### src/rtl/button_input.sv
// Push-button front end: per-channel two-flop synchroniser, debounce filter,
// and press/release/auto-repeat pulse generation in the clk60 domain.
module button_input #(
  parameter int unsigned NUM_BTN         = 4,
  parameter bit          ACTIVE_LOW      = 1'b1,
  parameter int unsigned DEBOUNCE_CYCLES = 600000,
  parameter int unsigned REPEAT_DELAY    = 30000000,
  parameter int unsigned REPEAT_PERIOD   = 6000000
) (
  input  logic               clk,
  input  logic               rst,
  input  logic [NUM_BTN-1:0] btn_in,
  output logic [NUM_BTN-1:0] btn_level,
  output logic [NUM_BTN-1:0] btn_press,
  output logic [NUM_BTN-1:0] btn_release,
  output logic [NUM_BTN-1:0] btn_repeat
);

  localparam int unsigned RMAX = (REPEAT_DELAY > REPEAT_PERIOD) ? REPEAT_DELAY : REPEAT_PERIOD;
  localparam int unsigned DW   = (DEBOUNCE_CYCLES >= 1) ? $clog2(DEBOUNCE_CYCLES + 1) : 1;
  localparam int unsigned RW   = (RMAX >= 1) ? $clog2(RMAX + 1) : 1;
  localparam bit          REPEAT_EN = (REPEAT_DELAY != 0);

  typedef enum logic [1:0] {
    IDLE,
    HELD,
    REPEAT
  } state_e;

  logic [NUM_BTN-1:0] pin;
  logic [NUM_BTN-1:0] s1_q, s1_d;
  logic [NUM_BTN-1:0] s2_q, s2_d;
  logic [NUM_BTN-1:0] db_q, db_d;
  logic [NUM_BTN-1:0] press_q, press_d;
  logic [NUM_BTN-1:0] release_q, release_d;
  logic [NUM_BTN-1:0] repeat_q, repeat_d;
  logic [DW-1:0]      dcnt_q [NUM_BTN];
  logic [DW-1:0]      dcnt_d [NUM_BTN];
  logic [RW-1:0]      rcnt_q [NUM_BTN];
  logic [RW-1:0]      rcnt_d [NUM_BTN];
  state_e             state_q [NUM_BTN];
  state_e             state_d [NUM_BTN];

  // Internal polarity is always 1 = pressed.
  assign pin = ACTIVE_LOW ? ~btn_in : btn_in;

  // State register for synchroniser, debounce and repeat logic.
  always_ff @(posedge clk) begin
    if (rst) begin
      s1_q      <= '0;
      s2_q      <= '0;
      db_q      <= '0;
      press_q   <= '0;
      release_q <= '0;
      repeat_q  <= '0;
      for (int i = 0; i < NUM_BTN; i++) begin
        dcnt_q[i]  <= '0;
        rcnt_q[i]  <= '0;
        state_q[i] <= IDLE;
      end
    end else begin
      s1_q      <= s1_d;
      s2_q      <= s2_d;
      db_q      <= db_d;
      press_q   <= press_d;
      release_q <= release_d;
      repeat_q  <= repeat_d;
      for (int i = 0; i < NUM_BTN; i++) begin
        dcnt_q[i]  <= dcnt_d[i];
        rcnt_q[i]  <= rcnt_d[i];
        state_q[i] <= state_d[i];
      end
    end
  end

  // Next-state: debounce acceptance, then the per-channel repeat FSM.
  always_comb begin
    s1_d      = pin;
    s2_d      = s1_q;
    db_d      = db_q;
    press_d   = '0;
    release_d = '0;
    repeat_d  = '0;
    for (int i = 0; i < NUM_BTN; i++) begin
      dcnt_d[i]  = '0;
      rcnt_d[i]  = rcnt_q[i];
      state_d[i] = state_q[i];

      if (s2_q[i] != db_q[i]) begin
        if (dcnt_q[i] + DW'(1) == DW'(DEBOUNCE_CYCLES)) begin
          db_d[i]      = s2_q[i];
          press_d[i]   = s2_q[i];
          release_d[i] = ~s2_q[i];
        end else begin
          dcnt_d[i] = dcnt_q[i] + DW'(1);
        end
      end

      // A release always wins over a repeat that falls due in the same cycle.
      case (state_q[i])
        IDLE: begin
          rcnt_d[i] = '0;
          if (press_d[i]) begin
            state_d[i] = HELD;
          end
        end
        HELD: begin
          if (release_d[i]) begin
            state_d[i] = IDLE;
            rcnt_d[i]  = '0;
          end else if (REPEAT_EN && (rcnt_q[i] + RW'(1) == RW'(REPEAT_DELAY))) begin
            repeat_d[i] = 1'b1;
            state_d[i]  = REPEAT;
            rcnt_d[i]   = '0;
          end else if (rcnt_q[i] != RW'(RMAX)) begin
            rcnt_d[i] = rcnt_q[i] + RW'(1);
          end
        end
        REPEAT: begin
          if (release_d[i]) begin
            state_d[i] = IDLE;
            rcnt_d[i]  = '0;
          end else if (rcnt_q[i] + RW'(1) == RW'(REPEAT_PERIOD)) begin
            repeat_d[i] = 1'b1;
            rcnt_d[i]   = '0;
          end else if (rcnt_q[i] != RW'(RMAX)) begin
            rcnt_d[i] = rcnt_q[i] + RW'(1);
          end
        end
        default: begin
          state_d[i] = IDLE;
          rcnt_d[i]  = '0;
        end
      endcase
    end
  end

  assign btn_level   = db_q;
  assign btn_press   = press_q;
  assign btn_release = release_q;
  assign btn_repeat  = repeat_q;

endmodule

### config.mk
export PLATFORM = sky130hd
export DESIGN_NAME = button_input
export DESIGN_NICKNAME = d
export VERILOG_FILES = /design/src/rtl/button_input.sv
export SDC_FILE = /design/constraint.sdc
export NUM_CORES = 1
export LEC_CHECK = 0
export ABC_AREA = 1
export CORE_MARGIN = 4
export CORE_UTILIZATION = 60
export CTS_BUF_LIST = sky130_fd_sc_hd__clkbuf_8
export DETAILED_ROUTE_END_ITERATION = 8
export PLACE_DENSITY = 0.84
export SYNTH_ARGS = -nofsm -noshare
export SYNTH_HDL_FRONTEND = slang
export SYNTH_SLANG_ARGS = --single-unit
### constraint.sdc
create_clock -name clk -period 6.58 [get_ports clk]
set_input_delay 1.316 -clock clk [delete_from_list [all_inputs] [get_ports clk]]
set_output_delay 1.316 -clock clk [all_outputs]
set_load 0.02 [all_outputs]
==> results of run 1 <==
path summary, 6_finish.rpt:
path           startpoint             to  slack [ns]
max reg2reg  rcnt_q[3][0]  rcnt_q[3][20]        3.65
max          rcnt_q[3][0]  rcnt_q[3][20]        3.65
min               s1_q[2]        s2_q[2]        0.40
min reg2reg       s1_q[2]        s2_q[2]        0.40
layout by cell type, fill, tap and decap left out, types with 2 or more instances in the layout:
cell type / Yosys / final
a21oi_1: 50 / 50
nand4_2: 3 / 3
nand2_2: 14 / 14
o21bai_1: 10 / 10
o21ai_0: 26 / 26
nor2_2: 22 / 22
nor2_4: 3 / 3
nand2_1: 517 / 517
and3_1: 2 / 2
nand3_1: 138 / 138
a21oi_2: 5 / 5
clkinv_2: 0 / 9
clkinv_1: 2 / 2
nor4_1: 9 / 9
ha_1: 27 / 27
nor3_1: 23 / 23
clkdlybuf4s50_1: 0 / 21
o21a_1: 3 / 3
nand3_2: 6 / 6
nor2_1: 416 / 416
nand3b_1: 23 / 23
o21ai_1: 4 / 4
nand4_1: 52 / 52
inv_1: 242 / 254
nand2_4: 2 / 2
xnor2_1: 14 / 14
inv_2: 2 / 2
dfxtp_1: 212 / 212
buf_4: 1 / 2
o21ai_2: 2 / 2
mux2i_1: 2 / 2
xor2_1: 41 / 41
nor3_2: 2 / 2
clkbuf_8: 0 / 45
nor3b_1: 3 / 3
and2_1: 6 / 6
state kept, by name (all words and copies together), names as in the netlist:
name / cells
btn_level: 4
state_q: 8
rcnt_q: 100
btn_release: 4
s1_q: 4
btn_repeat: 4
s2_q: 4
dcnt_q: 80
btn_press: 4
routing by layer:
metal,up-vias,part of all wire (%)
met5,-,0
met4,0,2.3
met2,308,47
met1,5264,45
li1,6077,-
met3,66,5.8
cell families after synthesis:
| group | Yosys count | share of synthesized area, % |
|---|---|---|
| AND/OR/NAND/NOR | 1242 | 44.2 |
| buffers and inverters | 264 | 8.77 |
| flip-flops | 212 | 35.1 |
| AO/OA/AOI/OAI | 102 | 4.78 |
| XOR/XNOR | 57 | 4.25 |
| adder cells (fa/ha/maj) | 27 | 2.79 |
| multiplexers | 2 | 0.166 |
area by class of cell:
cell class | count | area [sq um]
Timing Repair Buffer | 23 | 225
Tap cell | 265 | 332
Fill cell | 1803 | 6400
Sequential cell | 212 | 4240
Clock buffer | 45 | 619
Multi-Input combinational cell | 1430 | 6790
Clock inverter | 22 | 120
Inverter | 246 | 923
power breakdown:
group          switching [mW]  total (mW)  leakage, nW  internal, mW
registers             0.00437        1.29         1.71          1.29
clock network           0.539        1.20        0.437         0.660
logic                  0.0340      0.0528         2.77        0.0188
total                   0.578        2.55         4.91          1.97
cell usage after synthesis, types with 6 or more instances:
cell and instances:
a21oi_1 50, and2_1 6, buf_6 8, dfxtp_1 212
ha_1 27, inv_1 242, nand2_1 517, nand2_2 14
nand3_1 138, nand3_2 6, nand3b_1 23, nand4_1 52
nor2_1 416, nor2_2 22, nor3_1 23, nor4_1 9
o21ai_0 26, o21bai_1 10, xnor2_1 14, xor2_1 41
worst min-delay path, stage by stage, from the launching register on:
cell	delay [ns]
dfxtp_1	0.29
inv_1	0.04
nor2_1	0.03
==> impl_metrics.tcl, run 1 <==
set metrics [dict create \
    fin_hold_ws_ns 0.398 \
    grt-ovfl-total 0 \
    hold_depth 2 \
    worstPathArrival_ns 3.33 \
    grt_max_degree 27 \
    hold_class "reg2reg" \
    synthFlopType "dfxtp_1" \
    row_count 51 \
    drc 0 \
    ys_seq_elements 212 \
    place_area_sq_um 12500 \
    cts_setup_buffers 0 \
    antenna_cells 0 \
    critPathLaunchType "flop" \
    drt_iter0_markers 723 \
    insertion_delay_ns 0.53 \
    fin_ws_ns 3.65 \
    slowest_delay_ns 0.45 \
    coreArea_sq_um 19700 \
    wl_per_cell_microns 12.0 \
    via_per_inst 5.22 \
    yosysUniqueCellTypes 41 \
    setup_viol 0 \
    first_pass_iters 5 \
    start_util_pct 61.5 \
    synth-edff-count 0 \
    syn_area_sq_um 12100 \
    cp_slowest_cell "dfxtp_1" \
    crit_buf_inv 0 \
    antenna_found_initial 0 \
    post-place-cells 2176 \
    die_area_sq_um 22500 \
    synthArstFlopShare_pct 0 \
    design_area_sq_um 13300 \
    synth_nets 1939 \
    dpl.hpwl_microns 20200 \
    clockRootBuffer "clkbuf_8" \
    io_buffers 21 \
    io_pins 22 \
    synth_top_area_share_pct 35.1 \
    worstMarginPinSlew_ns 0.699 \
    ys_seq_area_share_pct 35.1 \
    cp_cell_sequence "ha_1 -> nand2_1 -> nor2_2 -> nand3_1 -> xor2_1 -> nand2_1 -> nor4_1 -> nand3_1 -> o21ai_2 -> nand2_1 -> nand2_2 -> nor2_1" \
    place_ws_ns 3.34 \
    gr-usage-met3_pct 4.24 \
    drv_cap 0 \
    clock-sinks 212 \
    relSlewSlack_pct 53.3 \
    routed_wl_microns 27000 \
    hold_violations 0 \
    cts_tree "yes" \
    p_leak_nw 4.91 \
    gp_congestion 0.939 \
    area_growth_pct 9.58 \
    synth.largest_area_cell "dfxtp_1" \
    met2_usage_pct 42.1 \
    ir_drop_v 0.000146 \
    ys_warn_count 0 \
    met1_usage_pct 31.0 \
    criticalPathCategory "reg2reg" \
    post-route-util_pct 67.4 \
    clk_pin_slew_ns 0.06 \
    htree_num_levels 2 \
    grt_pass1_wl_microns 47200 \
    clock_skew_ns 0.0197 \
    cts_resized 0 \
    path_max_fanout 24 \
    grt_pass1_vias 11100 \
    fin_cells 2243 \
    layout-drive-gt1-share_pct 6.17 \
    syn_area_per_cell_sq_um 6.35 \
    yosys-top-cells-area "dfxtp_1, nand2_1, nor2_1" \
    powerDensity_nw_per_um2 192 \
    cts_buffer_depth 3 \
    cts_inserted_buffers 38 \
    hold_buffers 0 \
    path_depth 12 \
    dieHeight_microns 150 \
    crit_family "simple AND/OR/NAND/NOR gates" \
    antenna_left 0 \
    via_count 11700 \
    required_ns 6.98 \
    layout.nets 1984 \
    grt.busiest_layer "met2" \
    crit_top_cell "nand2_1" \
    r2r_cells 12 \
    fin_crit_sh_pct 44.5 \
    period_needed_ns 2.93 \
    critical_path.endpoint_type "flop" \
    grt_usage_pct 24.5 \
    finalMaxSlewViolations 0 \
    fmax_ghz 0.342 \
    status "completed" \
    syn_inst 1906 \
    p_total_mw 2.55 \
    rsz0062_at_grt "no" \
    finalSetupTns_ns 0 \
    fp.dieW_microns 150 \
]
Power figures use the tool's default switching activity.
==> run 2, diff against run 1 <==
- clock period: 6.58 -> 2.85 ns (I/O delays scaled with it)
==> run 2 against run 1 <==
  * Sequential cell count is the same
  * Cell area grew 1.1%
  * Clock-buffer cell count grew 2
  * Global-route usage grew 0.16 points
  * Largest power group unchanged
  * Core utilization grew 0.72 points
  * Hold slack is essentially flat
  * Fmax grew 12%
  * Via count shrank 0.27%
  * Critical path depth grew 2
==> impl_metrics.tcl, run 2 (synthesis gave the netlist of run 1 again) <==
set metrics [dict create \
    status "completed" \
    layout.nets 1987 \
    ir_drop_v 0.000514 \
    wl_per_cell_microns 12.2 \
    hold_violations 0 \
    insertion_delay_ns 0.51 \
    grt_max_degree 26 \
    fmax_ghz 0.384 \
    regArea_sq_um 4250 \
    cts_tree "yes" \
    finalSetupTns_ns 0 \
    grt_pass1_wl_microns 47400 \
    p_leak_nw 4.91 \
    routed_wl_microns 27500 \
    criticalPathCategory "reg2reg" \
    cp_slowest_cell "dfxtp_1" \
    crit_buf_inv 0 \
    path_max_fanout 24 \
    finalMaxSlewViolations 0 \
    cts_buffer_depth 3 \
    hold_class "reg2reg" \
    start_util_pct 61.5 \
    worst_hold_startpoint "s1_q[0]" \
    coreArea_sq_um 19700 \
    clock_skew_ns 0.0135 \
    r2r_start "rcnt_q[3][0]" \
    layout-drive-gt1-share_pct 6.92 \
    grt_usage_pct 24.7 \
    via_per_inst 5.21 \
    fillers 1744 \
    drv_cap 0 \
    die_area_sq_um 22500 \
    hold_buffers 0 \
    dpl.hpwl_microns 20400 \
    area_growth_pct 10.7 \
    final_common_cell "nand2_1" \
    cts_setup_buffers 0 \
    setup_viol 0 \
    clk_pin_slew_ns 0.06 \
    slowest_delay_ns 0.41 \
    worstMarginPinSlew_ns 0.452 \
    cts_inserted_buffers 37 \
    multi_input_area_sq_um 6850 \
    cp_cell_sequence "ha_1 -> nand2_1 -> nor2_2 -> nand2_2 -> nor2_1 -> nand2_1 -> xor2_1 -> nand2_1 -> nor2_1 -> nand3_1 -> nand3_1 -> nand2_1 -> nand2_8 -> nor2_1" \
    fin_crit_sh_pct 91.4 \
    final_cell_mix "nand2_1, nor2_1, inv_1" \
    top_register "rcnt_q" \
    io_buffers 21 \
    grt-ovfl-total 0 \
    place_ws_ns 0.159 \
    powerDensity_nw_per_um2 449 \
    critPathLaunchType "flop" \
    via_count 11700 \
    antenna_cells 0 \
    crit_family "simple AND/OR/NAND/NOR gates" \
    reg_top3 "rcnt_q x100, dcnt_q x80, state_q x8" \
    antenna_found_initial 0 \
    drc 0 \
    dieHeight_microns 150 \
    worstPathArrival_ns 2.99 \
    io_pins 22 \
    clockRootBuffer "clkbuf_8" \
    antenna_left 0 \
    drt_iter0_markers 677 \
    largest_reg_flops 100 \
    required_ns 3.24 \
    fp.dieW_microns 150 \
    first_pass_iters 5 \
    grt_pass1_vias 11000 \
    relSlewSlack_pct 69.7 \
    fin_ws_ns 0.245 \
    crit_top_cell "nand2_1" \
    period_needed_ns 2.60 \
    startpoint "rcnt_q[3][0]" \
    critical_path.endpoint_type "flop" \
    row_count 51 \
    gp_congestion 0.968 \
    clock-sinks 212 \
    rsz0062_at_grt "no" \
    htree_num_levels 2 \
]
[run 2: changes by cell type in the layout (fill, tap and decap cells not counted), moves of 2 or more]
cell and change:
nor2_1 -3, inv_1 -8, nor2_2 +2, buf_4 +3
nand2_8 +3, clkbuf_8 +2, nand2_2 -2
[run 2: layout make-up]
cell class	instances	share of cell area (%)
clock buffers	47	4.83
clock inverters	17	0.999
inverters	246	6.89
multi-input cells	1430	51.1
flip-flops and latches	212	31.7
well taps	265	2.48
repair buffers	27	2.00
[run 2: path summary, 6_finish.rpt]
| path | end | slack (ns) | cells after the start |
|---|---|---|---|
| setup / recovery | rcnt_q[3][3] | 0.25 | 14 |
| hold / removal | s2_q[0] | 0.40 | 2 |
| setup reg to reg | rcnt_q[3][3] | 0.25 | 14 |
| hold reg to reg | s2_q[0] | 0.40 | 2 |
[run 2: tightest hold or removal path, stage by stage, from the launching register on]
cell,delay (ns)
dfxtp_1,0.29
inv_1,0.04
nor2_1,0.03
[run 2: stage by stage]
stage	power (mW)	hold WS (ns)	utilization [%]	cell area [sq um]	instances
6_report	6.01	0.398	68.2	13400	2244
5_1_grt	6.24	0.421	68.2	13400	2244
4_1_cts	6.07	0.401	67.9	13300	2244
3_5_place_dp	3.17	0.393	63.9	12600	2180
3_3_place_gp	3.17	0.391	63.9	12600	2180
2_1_floorplan	3.14	0.388	-	12100	1906
[run 2: routing by layer]
layer	wire length, microns	track usage (%)	vias to the layer above
li1	-	-	6095
met1	12300	31.7	5146
met2	12700	41.7	362
met3	1720	4.06	80
met4	828	9.38	0
met5	0	0	-
[run 2: where the power goes]
group	total, mW	switching (mW)	internal (mW)
combinational	0.129	0.0831	0.0454
clock	2.89	1.22	1.67
sequential	2.99	0.0100	2.98
total	6.01	1.31	4.69
[run 2: what timing repair did]
action | CTS | global route
gates resized for setup | 0 | 12
hold endpoints to repair | 0 | 0
endpoints found under the setup margin | 0 | 95
==> RTL edit, RTL diff (settings of run 2) <==
Take the reset off `db_q` and load it in a clocked block of its own.
--- a/src/rtl/button_input.sv
+++ b/src/rtl/button_input.sv
@@ -50,5 +50,4 @@
       s1_q      <= '0;
       s2_q      <= '0;
-      db_q      <= '0;
       press_q   <= '0;
       release_q <= '0;
@@ -62,5 +61,4 @@
       s1_q      <= s1_d;
       s2_q      <= s2_d;
-      db_q      <= db_d;
       press_q   <= press_d;
       release_q <= release_d;
@@ -72,4 +70,8 @@
       end
     end
+  end
+
+  always_ff @(posedge clk) begin
+    db_q <= db_d;
   end
 
Function: no difference found for any inputs over 4 cycles, from zero or initial values and one cycle with rst high; that may be too few to reach the edited logic, so the function may still have changed.
==> RTL edit against run 2 <==
  * Fmax fell by 0.80%
  * Clock power increased by 7%
  * Utilization is 0.070 points higher
  * Final area is 4.1% higher
  * Wire length is 3.9% higher
  * Combinational power rose by 17%
  * Total power increased by 3.8%
  * Setup slack lost 0.021 ns
  * Hold slack improved by 0.0060 ns
  * Area after synthesis grew 4.3%
  * Sequential cell count unchanged
  * Clock skew increased by 0.0036 ns
  * Via count is 3.2% higher
  * Highest routed layer unchanged
==> RTL edit: results (changes against run 2) <==
<table>
<tr><th>Metric</th><th>Value</th></tr>
<tr><th colspan="2">STA</th></tr>
<tr><td>Measured slew at the worst slew-check pin</td><td>0.523 ns (was 0.452 ns)</td></tr>
<tr><th colspan="2">Worst hold path</th></tr>
<tr><td>Terminating pin of the worst hold path</td><td>s2_q[2] (was s2_q[0])</td></tr>
<tr><th colspan="2">Setup path</th></tr>
<tr><td>Register-to-register setup slack</td><td>0.22 ns (was 0.25 ns)</td></tr>
<tr><td>Count of cells along the worst register-to-register path</td><td>16 (was 14)</td></tr>
<tr><td>Worst r2r dst</td><td>rcnt_q[0][2] (was rcnt_q[3][3])</td></tr>
<tr><th colspan="2">Yosys</th></tr>
<tr><td>Complex-gate fraction of the synthesized area</td><td>3.91% (was 4.78%)</td></tr>
<tr><td>Mean post-synth cell area</td><td>6.37 um2 (was 6.35 um2)</td></tr>
<tr><td>Adder-cell area share of the yosys netlist</td><td>2.68% (was 2.79%)</td></tr>
<tr><th colspan="2">GRT</th></tr>
<tr><td>All-layer global routing usage</td><td>24.0% (was 24.7%)</td></tr>
<tr><td>Via count of the first global-routing pass</td><td>11,200 (was 11,000)</td></tr>
<tr><td>Global-route wire length before repair</td><td>49.3 mm (was 47.4 mm)</td></tr>
<tr><td>Met2 routing resource usage after global routing</td><td>40.9% (was 41.7%)</td></tr>
<tr><th colspan="2">Routing</th></tr>
<tr><td>Total length of routed met3 wires</td><td>1.69 mm (was 1.72 mm)</td></tr>
<tr><td>Routed wire length</td><td>28.6 mm (was 27.5 mm)</td></tr>
<tr><td>Met2 wire len</td><td>13.2 mm (was 12.7 mm)</td></tr>
<tr><td>Violation count after the first detailed-routing iteration</td><td>770 (was 677)</td></tr>
<tr><th colspan="2">Finish</th></tr>
<tr><td>Share of cell area taken by multi-input logic gates</td><td>51.4% (was 51.1%)</td></tr>
<tr><td>Share of the final layout cell area in sequential cells</td><td>30.7% (was 31.7%)</td></tr>
<tr><td>Fraction of layout instances using a drive strength above 1</td><td>9.61% (was 6.92%)</td></tr>
<tr><td>Clock buffer and inverter area fraction after layout</td><td>6.03% (was 5.83%)</td></tr>
<tr><td>Number of multi-input logic gates</td><td>1,474 (was 1,430)</td></tr>
<tr><td>Filler cell count</td><td>1,861 (was 1,744)</td></tr>
<tr><td>Number of clock buffer instances in the layout</td><td>50 (was 47)</td></tr>
<tr><td>Non-clock inverter count</td><td>277 (was 246)</td></tr>
<tr><th colspan="2">Pwr</th></tr>
<tr><td>Worst ir drop on vdd</td><td>0.453 mV (was 0.514 mV)</td></tr>
<tr><th colspan="2">Place</th></tr>
<tr><td>Placed cells</td><td>2,262 (was 2,180)</td></tr>
<tr><td>GPL Wtd Cong</td><td>1.00 (was 0.968)</td></tr>
<tr><td>Post-detailed-placement cell area</td><td>13,100 um2 (was 12,600 um2)</td></tr>
<tr><th colspan="2">Run status</th></tr>
<tr><td>Status</td><td>finished clean (unchanged)</td></tr>
</table>
## RTL edit: cell types whose count changed after synthesis, sizes merged, moves of 6 or more
cell	change
nand2	+24
o21ai	-6
a21oi	-8
xor2	+7
nand4	+9
nand3	-14
nor2	+35
nor3	+8
nand3b	-8
inv	+32
xnor2	-7
## RTL edit: power breakdown
group / switching, mW / total (mW) / internal [mW]
combinational: 0.0995 / 0.151 / 0.0512
sequential: 0.0135 / 3.00 / 2.99
clock: 1.24 / 3.08 / 1.84
## RTL edit: how the worst max path moves through the flow
stage                 startpoint       endpoint  slack (ns)  cells past startpoint
floorplan           rcnt_q[0][0]  rcnt_q[0][11]        0.68                     17
global placement    rcnt_q[3][1]   rcnt_q[3][3]        0.30                     14
detailed placement  rcnt_q[0][0]   rcnt_q[0][2]        0.20                     14
CTS                 rcnt_q[0][0]   rcnt_q[0][2]        0.19                     14
global route        rcnt_q[0][0]   rcnt_q[0][2]       0.006                     16
finish              rcnt_q[0][0]   rcnt_q[0][2]        0.22                     16
